`src/rtl/bit_sequence_analyzer.sv`:
```
`default_nettype none
// ============================================================================
// Module   : bit_sequence_analyzer
// Brief    : Button-entered bit history with serial ones-count threshold check.
//            Optional debounce stage: define BIT_ANALYZER_DEBOUNCE_EN.
// Revision : 1.0
// ============================================================================
module bit_sequence_analyzer #(
  parameter int DEPTH           = 4,
  parameter int THRESHOLD       = 2,
  parameter int DEBOUNCE_CYCLES = 16
) (
  input  logic                       clk,
  input  logic                       rst,
  input  logic                       btn_one,
  input  logic                       btn_zero,
  input  logic                       waiting_for_user,
  input  logic                       start_verification,
  output logic [DEPTH-1:0]           last_digits,
  output logic [$clog2(DEPTH+1)-1:0] digit_count,
  output logic                       window_full,
  output logic                       busy,
  output logic                       done,
  output logic [$clog2(DEPTH+1)-1:0] ones_count,
  output logic                       final_analysis
);

  localparam int CW = $clog2(DEPTH + 1);
  localparam int IW = $clog2(DEPTH);

  typedef enum logic [1:0] {
    S_IDLE  = 2'd0,
    S_COUNT = 2'd1,
    S_DONE  = 2'd2
  } state_t;

  // Index 0 carries the "one" button, index 1 the "zero" button.
  logic [1:0] sync1_q, sync2_q, prev_q;
  logic [1:0] btn_level;
  logic [1:0] press;

`ifdef BIT_ANALYZER_DEBOUNCE_EN
  localparam int DW = $clog2(DEBOUNCE_CYCLES + 1);

  logic [1:0]    db_q, db_d;
  logic [DW-1:0] db_cnt_q [2];
  logic [DW-1:0] db_cnt_d [2];

  // Level flips only after DEBOUNCE_CYCLES consecutive cycles of disagreement.
  always_comb begin
    for (int b = 0; b < 2; b++) begin
      db_d[b]     = db_q[b];
      db_cnt_d[b] = '0;
      if (sync2_q[b] != db_q[b]) begin
        if (db_cnt_q[b] == DW'(DEBOUNCE_CYCLES - 1)) begin
          db_d[b] = sync2_q[b];
        end else begin
          db_cnt_d[b] = db_cnt_q[b] + DW'(1);
        end
      end
    end
  end

  always_ff @(posedge clk or negedge rst) begin
    if (!rst) begin
      db_q        <= '0;
      db_cnt_q[0] <= '0;
      db_cnt_q[1] <= '0;
    end else begin
      db_q        <= db_d;
      db_cnt_q[0] <= db_cnt_d[0];
      db_cnt_q[1] <= db_cnt_d[1];
    end
  end

  assign btn_level = db_q;
`else
  logic unused_debounce;
  assign unused_debounce = (DEBOUNCE_CYCLES != 0);
  assign btn_level       = sync2_q;
`endif

  assign press = btn_level & ~prev_q;

  state_t          state_q, state_d;
  logic [DEPTH-1:0] last_q, last_d;
  logic [DEPTH-1:0] snapshot_q, snapshot_d;
  logic [CW-1:0]    count_q, count_d;
  logic [CW-1:0]    acc_q, acc_d;
  logic [IW-1:0]    idx_q, idx_d;
  logic [CW-1:0]    ones_q, ones_d;
  logic             final_q, final_d;
  logic             busy_q, busy_d;
  logic             done_q, done_d;

  always_comb begin
    state_d    = state_q;
    last_d     = last_q;
    snapshot_d = snapshot_q;
    count_d    = count_q;
    acc_d      = acc_q;
    idx_d      = idx_q;
    ones_d     = ones_q;
    final_d    = final_q;
    busy_d     = busy_q;
    done_d     = 1'b0;

    // Simultaneous presses cancel; entry only while idle and enabled.
    if (waiting_for_user && (state_q == S_IDLE) && (press[0] ^ press[1])) begin
      last_d = {last_q[DEPTH-2:0], press[0]};
      if (count_q != CW'(DEPTH)) begin
        count_d = count_q + CW'(1);
      end
    end

    case (state_q)
      S_IDLE: begin
        if (start_verification) begin
          state_d    = S_COUNT;
          snapshot_d = last_q;
          acc_d      = '0;
          idx_d      = '0;
          busy_d     = 1'b1;
        end
      end
      S_COUNT: begin
        acc_d = acc_q + CW'(snapshot_q[idx_q]);
        if (idx_q == IW'(DEPTH - 1)) begin
          state_d = S_DONE;
          busy_d  = 1'b0;
        end else begin
          idx_d = idx_q + IW'(1);
        end
      end
      S_DONE: begin
        ones_d  = acc_q;
        final_d = (acc_q >= CW'(THRESHOLD));
        done_d  = 1'b1;
        state_d = S_IDLE;
      end
      default: begin
        state_d = S_IDLE;
        busy_d  = 1'b0;
      end
    endcase
  end

  always_ff @(posedge clk or negedge rst) begin
    if (!rst) begin
      sync1_q    <= '0;
      sync2_q    <= '0;
      prev_q     <= '0;
      state_q    <= S_IDLE;
      last_q     <= '0;
      snapshot_q <= '0;
      count_q    <= '0;
      acc_q      <= '0;
      idx_q      <= '0;
      ones_q     <= '0;
      final_q    <= 1'b0;
      busy_q     <= 1'b0;
      done_q     <= 1'b0;
    end else begin
      sync1_q    <= {btn_zero, btn_one};
      sync2_q    <= sync1_q;
      prev_q     <= btn_level;
      state_q    <= state_d;
      last_q     <= last_d;
      snapshot_q <= snapshot_d;
      count_q    <= count_d;
      acc_q      <= acc_d;
      idx_q      <= idx_d;
      ones_q     <= ones_d;
      final_q    <= final_d;
      busy_q     <= busy_d;
      done_q     <= done_d;
    end
  end

  assign last_digits    = last_q;
  assign digit_count    = count_q;
  assign window_full    = (count_q == CW'(DEPTH));
  assign busy           = busy_q;
  assign done           = done_q;
  assign ones_count     = ones_q;
  assign final_analysis = final_q;

endmodule
`default_nettype wire

```
`config.mk`:
```
export PLATFORM = sky130hd
export DESIGN_NAME = bit_sequence_analyzer
export DESIGN_NICKNAME = d
export VERILOG_FILES = /design/src/rtl/bit_sequence_analyzer.sv
export SDC_FILE = /design/constraint.sdc
export NUM_CORES = 1
export LEC_CHECK = 0
export CELL_PAD_IN_SITES_DETAIL_PLACEMENT = 1
export CELL_PAD_IN_SITES_GLOBAL_PLACEMENT = 1
export CORE_MARGIN = 1.5
export CORE_UTILIZATION = 46
export DETAILED_ROUTE_END_ITERATION = 12
export PLACE_DENSITY_LB_ADDON = 0.2
export SLEW_MARGIN = 20
export SYNTH_ARGS = -nofsm -noshare
export SYNTH_HDL_FRONTEND = slang
export SYNTH_SLANG_ARGS = --single-unit
```
`constraint.sdc`:
```
create_clock -name clk -period 5.7 [get_ports clk]
set_clock_uncertainty 0.1 [all_clocks]
set_input_delay 1.14 -clock clk [delete_from_list [all_inputs] [get_ports clk]]
set_output_delay 1.14 -clock clk [all_outputs]
set_load 0.02 [all_outputs]
```
* Word-level counts from Yosys, hierarchy flattened
Index checks and enable logic that the tools add are counted.
W data, S select, Z words.
** Storage, ports and cells
- Register bits after elaboration :: 30
- Output and inout bits :: 14
** Operators by class
- $add $sub $neg :: 3
- $lt $le $gt $ge :: 2
- Equal/unequal tests :: 8
- Multiplexer cells :: 14
- Bitwise logic cells :: 4
- Reductions and logical operators :: 10
** Operators with widths (count)
- $mux W2 :: 4
- $pmux W2 S2 :: 2
- $reduce_and A2 Y1 :: 4
- $ne A2 B2 Y1 const B :: 3
- $pmux W3 S2 :: 1
- $reduce_and A3 Y1 :: 2
- $eq A2 B2 Y1 const B :: 2
- $mux W1 :: 4
- $add A3 B1 Y3 :: 1
- $add A3 B1 Y3 const B :: 1
- $eq A3 B3 Y1 const B :: 1
- $ge A3 B2 Y1 const B :: 1
- $lt A2 B3 Y1 const B :: 1
- $mux W3 :: 1
- $ne A3 B3 Y1 const B :: 1
- $pmux W1 S3 :: 1
- $add A2 B1 Y2 const B :: 1
- $and A2 B2 Y2 :: 1
- $bmux W1 S2 :: 1
- $eq A2 B1 Y1 const B :: 1
- $logic_and A1 B1 Y1 :: 2
- $logic_not A2 Y1 :: 1
- $not A2 Y2 :: 1
- $reduce_bool A2 Y1 :: 1
- 2 further kinds :: 2

* Depth between registers and ports, before layout
Gate-level depths: netlist (run 1).
- Depth in word-level cells :: 5
- Mapped depth :: 5

* Least setup slack after synthesis (run 1)
OpenSTA, ideal clock, no wires.
- Path kind :: flip-flop to output port
- Start :: register count_q[0] (netlist: digit_count[0])
- End :: output port window_full
- Arrival :: 1.001 ns
- Data required time :: 4.460 ns
- Slack :: 3.459 ns
- Cell stages (with the launch flop) :: 4
- Buffers on the path :: 0
- Cell sequence :: dfrtp_1 > inv_1 > ha_1 > and2_1
** On the way
- Longest elaborated chain between the ends :: 1
** RTL lines
- start: declaration :: line 88 : logic [CW-1:0] count_q, count_d;
- start signal: assignment :: line 170 : count_q <= count_d;
- $eq A3 B3 Y1 :: line 182 : assign window_full = (count_q == CW'(DEPTH));
- end: declaration :: line 21 : output logic window_full,
No other way between the ends.

* Worst setup path after layout (run 1)
Ends and elaborated chain as after synthesis.

==> results of run 1 <==
-- per-layer routing --
layer,up-vias,global-route usage [%],part of all wire [%]
met5,-,0,0
met4,0,9.86,2.5
met3,7,5.58,4.7
met2,19,29.3,49
met1,375,20.8,43
li1,371,-,-
-- where the power goes --
group / switching, W / total [W] / internal, W
clock: 0.0000724 / 0.000157 / 0.0000842
combinational: 0.000152 / 0.000336 / 0.000183
sequential: 0.0000656 / 0.000347 / 0.000282
total: 0.000290 / 0.000839 / 0.000549
-- sequential cells by signal, summed over array words and instances, names as in the netlist, 2 cells and up --
register	count
digit_count	3
btn_level	2
idx_q	2
snapshot_q	4
prev_q	2
state_q	2
sync1_q	2
ones_count	3
acc_q	3
last_digits	4
-- stage by stage --
stage	hold slack [ns]	area [um^2]	cells	total power [W]	util, %
after floorplan	0.231	1290	91	0.000569	-
after global placement	0.235	1500	140	0.000670	55.4
after detailed placement	0.245	1500	140	0.000691	55.4
after CTS	0.267	1580	148	0.000852	58.3
after global routing	0.275	1580	148	0.000901	58.3
final	0.262	1580	148	0.000839	58.3
-- layout make-up --
type | count | area [um^2]
fillers | 276 | 1130
flip-flops and latches | 30 | 751
multi-input cells | 54 | 495
repair buffers | 20 | 198
clock buffers | 8 | 78.8
well taps | 31 | 38.8
inverters | 5 | 18.8
-- final timing paths --
path	endpoint	startpoint	slack, ns
worst max-delay path	window_full	digit_count[0]	2.61
worst min-delay path	btn_level[1]	sync1_q[1]	0.26
worst max register to register	acc_q[2]	idx_q[0]	3.72
worst min register to register	btn_level[1]	sync1_q[1]	0.26
max in group asynchronous	digit_count[1]	rst	4.13
min in group asynchronous	done	rst	1.08
-- worst max-delay path, cell delays in order, from the launching register on --
cell	delay (ns)
dfrtp_1	0.41
inv_1	0.11
ha_1	0.18
and2_1	0.20
clkdlybuf4s50_1	0.63
-- kinds of logic (layout without fill, tap and decap cells) --
| group | after synthesis | count (layout) | share of synthesized area, % |
|---|---|---|---|
| multiplexers | 14 | 14 | 13.1 |
| flip-flops | 30 | 30 | 58.3 |
| adder cells (fa/ha/maj) | 5 | 5 | 4.86 |
| AND/OR/NAND/NOR | 17 | 17 | 9.72 |
| AO/OA/AOI/OAI | 16 | 16 | 8.84 |
| buffers and inverters | 7 | 33 | 3.21 |
| XOR/XNOR | 2 | 2 | 1.94 |
-- cells in the final DEF (no fill, tap or decap), types with 2 or more instances in the layout --
cell,synthesis,routed
a22o_1,6,6
a21oi_1,2,2
mux2_2,12,12
clkbuf_8,0,3
inv_1,4,4
nor2_1,4,4
clkbuf_4,0,5
nor2b_1,2,2
and2_1,2,2
o21ai_0,3,3
clkdlybuf4s50_1,0,19
ha_1,5,5
nor3b_4,2,2
nand2_1,2,2
dfrtp_1,30,30
nand2b_1,3,3
==> impl_metrics.yaml, run 1 <==
setup_path:
  cp-end-kind: "output pin"
  cp-start-kind: "flip-flop"
  cp_max_fo: 3
  required_ns: 4.46
  reg2reg_depth: 5
  worstSetupPathType: "reg2out"
  critPathArrivalTime_ns: 1.85
power:
  leakage_nw: 0.702
  power_density_nw_per_um2: 531
  ir_drop_v: 0.000371
global_route:
  grt_first_pass_wirelength_um: 4200
  antenna_found_initial: 0
  grt_pass1_vias: 915
  grt_start_max_net_pins: 31
  grt-ovfl-total: 0
  track_usage_pct: 17.8
job:
  max_cap_violations: 0
timing:
  fin_crit_sh_pct: 54.2
  min_period_ns: 3.09
  slew_violations: 0
  fmax_mhz: 324
  slew_headroom_pct: 72.9
  finalHoldViolCount: 0
  final.setup.tns_ns: 0
  tightest_slew_ns: 0.406
  setup_viol: 0
  setup_slack_ns: 2.61
  rsz0062_at_grt: "false"
logic_synthesis:
  ys_ff_latch: 30
  synthCells: 91
  synth.most_common_cell: "dfrtp_1"
  yosysTopAreaCellShare_pct: 58.3
  synth_common_cells: "dfrtp_1 (30), mux2_2 (12), a22o_1 (6)"
  ys_types: 26
  postSynthAreaPerCell_um2: 14.1
  syn_area_um2: 1290
  synth_flop_cell: "dfrtp_1"
  syn_nets: 102
  synth_top_area_cell: "dfrtp_1"
  synthArstFlopShare_pct: 100
  synth_edf_count: 0
  synth_area_leaders: "dfrtp_1 (58%), mux2_2 (10%), ha_1 (4.9%)"
  yosysSeqAreaShare_pct: 58.3
  yosys_warnings: 0
floorplan:
  die_w_um: 55.9
  die_y_um: 55.9
  coreArea_um2: 2710
  start_util_pct: 47.5
  dieArea_um2: 3130
  ioPinCount: 20
  core.rowCount: 19
finish:
  drive_gt1_share_pct: 23.1
  antenna_cells: 0
  syn2layout_area_growth_pct: 22.7
  layout.nets: 127
clock_tree:
  ctsHoldBuffers: 0
  cts-buffers-inserted: 5
  insertion_delay_ns: 0.33
  cts_root_buf: "clkbuf_4"
  clk_pin_slew_ns: 0.09
  post_cts_buffers: 0
  cts_resized: 0
  clock-sinks: 30
  htree_levels: 2
  cts.path.max_buffers: 2
  tritoncts: "yes"
drt:
  via_per_inst: 5.22
  drt_iter0_markers: 36
  first_pass_iters: 4
  drc: 0
  ant_nets: 0
  finalWirelength_um: 2300
  vias: 772
  wl_per_cell_um: 15.5
place:
  io_buffers: 19
  dp_hpwl_um: 1650
  pre_cts_slack_ns: 2.93
  gp_congestion: 0.727
worst_hold_path:
  hold_path.class: "reg2reg"
  holdPathStages: 0
status:
  status: "complete, no violations"
(Power assumes the default switching activity.)
==> inputs of run 2 (changes only) <==
- CORE_UTILIZATION: 46 -> 42
- clock period: 5.7 -> 3.1 ns (I/O delays scaled with it)
==> impl_metrics.yaml, run 2 (synthesis gave the netlist of run 1 again) <==
clock_tree:
  insertion_delay_ns: 0.33
  htree_levels: 2
  ctsHoldBuffers: 0
  tritoncts: "yes"
  cts_resized: 0
  post_cts_buffers: 0
  cts_root_buf: "clkbuf_4"
  cts.path.max_buffers: 2
  clock-sinks: 30
  clk_pin_slew_ns: 0.09
  cts-buffers-inserted: 5
floorplan:
  start_util_pct: 45.5
  die_w_um: 58.4
  core.rowCount: 19
  ioPinCount: 20
  coreArea_um2: 2830
  dieArea_um2: 3410
  die_y_um: 58.4
setup_path:
  cp_max_fo: 3
  reg2reg_to: "acc_q[2]"
  worstSetupPathType: "reg2out"
  cp-start-kind: "flip-flop"
  reg2reg_depth: 5
  startpoint: "digit_count[0]"
  reg2reg_from: "idx_q[0]"
  cp-end-kind: "output pin"
  critPathArrivalTime_ns: 1.84
  endpoint: "window_full"
  rrSetupSlack_ns: 1.14
  required_ns: 2.38
global_route:
  grt-ovfl-total: 0
  grt_pass1_vias: 870
  antenna_found_initial: 0
  grt_start_max_net_pins: 31
  track_usage_pct: 16.7
  grt_first_pass_wirelength_um: 4060
worst_hold_path:
  hold_path.class: "reg2reg"
timing:
  final.setup.tns_ns: 0
  setup_viol: 0
  slew_violations: 0
  fmax_mhz: 391
  finalHoldViolCount: 0
  tightest_slew_ns: 0.432
  fin_crit_sh_pct: 82.5
  rsz0062_at_grt: "false"
  min_period_ns: 2.56
  slew_headroom_pct: 71.2
drt:
  drt_iter0_markers: 9
  ant_nets: 0
  drc: 0
  vias: 802
  first_pass_iters: 2
  finalWirelength_um: 2300
  wl_per_cell_um: 15.5
  via_per_inst: 5.42
finish:
  drive_gt1_share_pct: 22.2
  layout.nets: 127
  final_cell_mix: "dfrtp_1 (30), clkdlybuf4s50_1 (19), mux2_2 (12), a22o_1 (6)"
  antenna_cells: 0
  syn2layout_area_growth_pct: 21.3
  nFillCells: 289
  layout_commonest_cell: "dfrtp_1"
power:
  leakage_nw: 0.693
  power_density_nw_per_um2: 961
  power_w: 0.00150
  ir_drop_v: 0.000473
place:
  io_buffers: 19
  dp_hpwl_um: 1660
  gp_congestion: 0.737
job:
  max_cap_violations: 0
status:
  status: "complete, no violations"
run 2: cell count changes in the layout (fill, tap and decap cells not counted), sizes merged:
cell / change
clkinv: +1
clkbuf: -1
run 2: final cells by class:
type                       instances  area (um^2)  share of cell area [%]
sequential                        30          751                    48.1
multi-input combinational         54          495                    31.7
timing repair buffer              20          198                    12.7
clock buffer                       7         55.1                    3.53
tap                               31         38.8                    2.48
inverter                           5         18.8                    1.20
clock inverter                     1         5.00                   0.321
run 2: critical path, cell delays in order, from the launching register on:
cell             delay [ns]
dfrtp_1                0.41
inv_1                  0.10
ha_1                   0.17
and2_1                 0.20
clkdlybuf4s50_1        0.63
run 2: worst min path at each step:
stage	slack, ns	end	from	depth (start not counted)
2_1_floorplan	0.22	acc_q[0]	rst	0
3_3_place_gp	0.23	btn_level[0]	sync1_q[0]	0
4_1_cts	0.26	btn_level[1]	sync1_q[1]	0
5_1_grt	0.27	btn_level[0]	sync1_q[0]	0
6_report	0.26	btn_level[1]	sync1_q[1]	0
3_5_place_dp	0.24	btn_level[1]	sync1_q[1]	0
run 2: report_power, final:
part           internal, W  switching, W  leakage [nW]
Combinational     0.000337      0.000278         0.305
Clock             0.000110      0.000130        0.0353
Sequential        0.000518      0.000127         0.353
Total             0.000964      0.000536         0.693
run 2: per-layer routing:
| metal | track usage [%] | wire (um) | share of wire, % |
|---|---|---|---|
| met1 | 21.4 | 1030 | 45 |
| met2 | 25.5 | 1140 | 50 |
| met3 | 4.84 | 92 | 4.0 |
| met4 | 9.30 | 37 | 1.6 |
| met5 | 0 | 0 | 0 |
run 2: through the flow:
step                      worst slack [ns]  instances  utilization [%]  instance area [um^2]  hold WS, ns
after detailed placement             0.867        140             53.1                  1500        0.241
after global placement               0.921        140             53.1                  1500        0.232
after global routing                 0.436        148             55.2                  1560        0.272
after CTS                            0.506        148             55.2                  1560        0.263
final                                0.542        148             55.2                  1560        0.259
after floorplan                       1.21         91                -                  1290        0.224
